[src/rtl/spi_mem_writer_pkg.sv]
// spi_mem_writer_pkg: word/address geometry shared by the SPI memory read and write paths.
package spi_mem_writer_pkg;
    localparam int DEF_DATA_W = 16;
    localparam int DEF_ADDR_W = 12;

    function automatic int ctr_w(input int w);
        return (w <= 2) ? 1 : $clog2(w);
    endfunction

    localparam int BIT_CTR_W = ctr_w(DEF_DATA_W);
    localparam logic [DEF_ADDR_W-1:0] ADDR_MAX = '1;
endpackage

[src/rtl/spi_word_deser.sv]
// spi_word_deser: MSB-first shift register with a down-counting bit position.
// o_done flags the sel edge that carries the final bit of a word; o_word is that completed word.
module spi_word_deser
    import spi_mem_writer_pkg::*;
#(
    parameter int DATA_W = DEF_DATA_W
) (
    input  logic              clk,
    input  logic              reset_n,
    input  logic              i_sel,
    input  logic              i_si,
    input  logic              i_reset_flag,
    output logic [DATA_W-1:0] o_word,
    output logic              o_done
);
    localparam int CW = ctr_w(DATA_W);
    localparam logic [CW-1:0] LAST = CW'(DATA_W - 1);

    logic [CW-1:0]     r_cnt;
    logic [DATA_W-2:0] r_shreg;

    assign o_word = {r_shreg, i_si};
    assign o_done = i_sel && (r_cnt == '0);

    // Counter and shift register hold while sel is low so gapped words stay intact.
    always_ff @(posedge clk or negedge reset_n) begin
        if (!reset_n) begin
            r_cnt   <= LAST;
            r_shreg <= '0;
        end else if (i_reset_flag) begin
            r_cnt   <= LAST;
            r_shreg <= '0;
        end else if (i_sel) begin
            r_shreg <= o_word[DATA_W-2:0];
            r_cnt   <= o_done ? LAST : r_cnt - 1'b1;
        end
    end
endmodule

[src/rtl/spi_mem_writer.sv]
// spi_mem_writer: turns the SPI bitstream into auto-incrementing single-cycle memory writes.
// WRAP selects whether the end of memory stops writing (0) or rolls over to address 0 (1).
module spi_mem_writer
    import spi_mem_writer_pkg::*;
#(
    parameter int DATA_W = DEF_DATA_W,
    parameter int ADDR_W = DEF_ADDR_W,
    parameter bit WRAP   = 1'b0
) (
    input  logic              clk,
    input  logic              reset_n,
    input  logic              sel,
    input  logic              si,
    input  logic              reset_flag,
    output logic [DATA_W-1:0] wr_data,
    output logic [ADDR_W-1:0] addr,
    output logic              we,
    output logic              full
);
    logic [DATA_W-1:0] w_word;
    logic              w_done;
    logic              w_last;

    spi_word_deser #(.DATA_W(DATA_W)) u_deser (
        .clk         (clk),
        .reset_n     (reset_n),
        .i_sel       (sel),
        .i_si        (si),
        .i_reset_flag(reset_flag),
        .o_word      (w_word),
        .o_done      (w_done)
    );

    assign w_last = &addr;

    // Address advances as the we cycle ends; at the top it either holds or wraps.
    always_ff @(posedge clk or negedge reset_n) begin
        if (!reset_n) begin
            wr_data <= '0;
            addr    <= '0;
            we      <= 1'b0;
            full    <= 1'b0;
        end else if (reset_flag) begin
            addr <= '0;
            we   <= 1'b0;
            full <= 1'b0;
        end else begin
            we <= w_done && !(full && !WRAP);
            if (w_done) wr_data <= w_word;
            if (we && !(w_last && !WRAP)) addr <= addr + 1'b1;
            if (we && w_last) full <= 1'b1;
        end
    end
endmodule

[config.mk]
export PLATFORM = sky130hd
export DESIGN_NAME = spi_mem_writer
export DESIGN_NICKNAME = d
export VERILOG_FILES = /design/src/rtl/spi_mem_writer_pkg.sv /design/src/rtl/spi_word_deser.sv /design/src/rtl/spi_mem_writer.sv
export SDC_FILE = /design/constraint.sdc
export NUM_CORES = 1
export LEC_CHECK = 0
export CAP_MARGIN = 20
export CORE_UTILIZATION = 52
export CTS_CLUSTER_DIAMETER = 60
export CTS_CLUSTER_SIZE = 8
export DETAILED_ROUTE_END_ITERATION = 16
export PLACE_DENSITY = 0.78
export SKIP_LAST_GASP = 1
export SLEW_MARGIN = 20
export SYNTH_ARGS = -nofsm -noshare
export SYNTH_HDL_FRONTEND = slang
export SYNTH_SLANG_ARGS = --single-unit
[constraint.sdc]
create_clock -name clk -period 2 [get_ports clk]
set_input_delay 0.4 -clock clk [delete_from_list [all_inputs] [get_ports clk]]
set_output_delay 0.4 -clock clk [all_outputs]
set_load 0.005 [all_outputs]
==> impl_metrics.yaml <==
finish:
  syn_to_final_growth_pct: 23.2
  fin_util_pct: 66.9
  fillers: 285
  final_cell_mix: "dfrtp_1, clkdlybuf4s50_1, nor2_1"
  final_nets: 227
  layout_commonest_cell: "dfrtp_1"
  num_antenna_cells: 0
  layout-drive-gt1-share_pct: 18.2
sta:
  finalMaxSlewViolations: 0
  fin_crit_ns: 1.85
  setup_viol: 0
  hold_violations: 0
  fin_setup_tns_ns: 0
  rsz0062_at_grt: "false"
  worstMarginPinSlew_ns: 0.432
  slew_headroom_pct: 71.2
  worst_slack_ns: 0.152
  fmax_mhz: 541
  period_share_pct: 92.4
  whs_ns: 0.0261
  fin_worst_skew_ns: 0.00654
clock_network:
  clockBufferDepth: 2
  post_cts_buffers: 0
  clkTransAtPathRegs_ns: 0.09
  clk-insertion-delay-late_ns: 0.30
  cts_root_buffer: "clkbuf_8"
  cts_max_level: 2
  cts_tree: "yes"
  cts_hold_buf: 0
  cts_inserted_buffers: 5
  cts_resized: 0
  cts_sinks: 49
die:
  coreArea_sq_mm: 0.00400
  die_h_microns: 66.6
  fp.dieArea_sq_mm: 0.00444
  die_w_microns: 66.6
  rows: 23
  ios: 35
  initial_core_util_pct: 54.3
status:
  status: "complete, no violations"
setup_path:
  worst_ep_arrival_time_ns: 2.04
  crit_required_ns: 2.19
  r2r_end: "wr_data[12]"
  worst-setup-path-type: "flip-flop to flip-flop"
  path_max_fanout: 17
  critPathLaunchType: "flip-flop"
  r2r_cells: 6
  crit_start: "u_deser.r_cnt[0]"
  crit_end: "wr_data[12]"
  max_stage_delay_ns: 0.40
  r2r_start: "u_deser.r_cnt[0]"
  rrSetupSlack_ns: 0.15
  cp-end-kind: "flip-flop"
  path_cells: "inv_1 -> ha_1 -> or2b_4 -> nor3b_4 -> buf_12 -> mux2_2"
  slowest_stage: "dfstp_2"
run:
  cap_violations: 0
synth:
  synth_fa_ha_area_share_pct: 1.73
  netlist_area_sq_mm: 0.00217
  synth-edff-count: 0
  synth_compound_area_share_pct: 6.11
  avgSynthCellArea_sq_um: 12.0
  synth_top_family_by_area: "multiplexers"
  ys.flop_type: "dfrtp_1"
  synth-simple-area-share_pct: 14.9
  synthArstFlopShare_pct: 100
  synthCells: 181
  seq_area_frac_synth_pct: 56.7
  synthDistinctLibCells: 37
  ys_ff_latch: 49
  yosysWarnings: 0
  muxShareOfSynthArea_pct: 16.2
  syn_nets: 189
  synth_xor_area_share_pct: 2.02
pwr:
  leakagePower_nw: 1.26
  switching_share_pct: 23.6
  seq_power_share_pct: 60.3
  power_density_mw_per_mm2: 622
  share_comb_of_total_power_pct: 4.6
  internal-power_mw: 1.27
  peakVddDrop_v: 0.000573
  totalPowerFinal_mw: 1.66
  power_switching_mw: 0.392
  power_frac_clock_pct: 35.0
routing:
  drt_first_pass_iters: 5
  antenna_left: 0
  dr_total_vias: 1526
  drtIter0Drc: 136
  route.detailed.drc: 0
  wirelength_microns: 4070
  vias_per_cell: 5.65
  wire_per_inst_microns: 15.1
grt:
  grt_start_max_net_pins: 35
  antenna_found_initial: 0
  grtUsageTotal_pct: 20.0
  grt_pass1_wl_microns: 6510
  grt_pass1_vias: 1441
  gr-total-overflow: 0
worst_hold_path:
  min_path_type: "input port to async pin"
placement:
  numPortBuffers: 34
  dp_hpwl_microns: 2770
  post-place-ws_ns: 0.00728
  place.gp.congestion: 0.854
worst max-delay path: cells and delay by family (launching register included):
family,cells,cell delay [ns]
AND/OR/NAND/NOR,2,0.53
flip-flops,1,0.40
multiplexers,1,0.35
buffers and inverters,2,0.27
adder cells (fa/ha/maj),1,0.19
cell type report:
cell class              instances  area (sq um)  share of cell area, %
repair buffers                 40           393                   14.7
multi-input cells             121           890                   33.3
well taps                      50          62.6                   2.34
clock buffers                   5          68.8                   2.57
flip-flops and latches         49          1230                   46.0
inverters                       2          7.51                  0.281
clock inverters                 3          22.5                  0.842
Yosys cell counts (4+ instances only):
master / instances / area share, %
nor2_1: 26 / 4.5
and3_1: 4 / 1.2
nor2b_1: 4 / 1.2
nand4_1: 6 / 1.7
mux2i_1: 15 / 6.9
nand3_1: 6 / 1.4
a31oi_1: 5 / 1.4
mux2_2: 18 / 9.3
dfrtp_1: 45 / 52
clkbuf_1: 5 / 0.86
dfstp_2: 4 / 4.8
sequential cells by signal, indices dropped and copies added (netlist names):
signal	count
full	1
u_deser.r_shreg	15
wr_data	16
u_deser.r_cnt	4
we	1
addr	12
cells by family after synthesis:
group	count (synthesis)
XOR/XNOR	5
AND/OR/NAND/NOR	60
adder cells (fa/ha/maj)	3
multiplexers	33
buffers and inverters	11
AO/OA/AOI/OAI	20
flip-flops	49
worst min-delay path by stage:
stage / start / to / slack, ns / cells after the start
after floorplan: reset_n / addr[0] / 0.10 / 0
after global placement: reset_n / wr_data[0] / 0.35 / 1
after detailed placement: reset_n / wr_data[0] / 0.36 / 1
after CTS: reset_n / wr_data[0] / 0.03 / 1
after global routing: reset_n / wr_data[0] / 0.04 / 1
final: reset_n / wr_data[0] / 0.03 / 1
metrics by stage:
stage	instance area [sq um]	instances
finish	2680	270
detailed placement	2580	262
floorplan	2170	181
global placement	2580	262
global route	2680	270
CTS	2680	270
power by group through the flow:
stage	sequential (mW)	combinational (mW)	clock, mW
floorplan	1.02	0.0377	0
global placement	1.02	0.0747	0
detailed placement	1.02	0.0785	0
CTS	1.00	0.0788	0.599
global route	1.00	0.0865	0.633
finish	1.00	0.0768	0.583
layer usage:
| metal | wire length [microns] | global-route usage (%) | up-vias |
|---|---|---|---|
| met5 | 0 | 0 | - |
| met4 | 91 | 11.2 | 0 |
| met3 | 203 | 4.28 | 9 |
| met2 | 2070 | 35.4 | 50 |
| met1 | 1710 | 22.0 | 752 |
| li1 | - | - | 715 |
(Power assumes the default switching activity.)
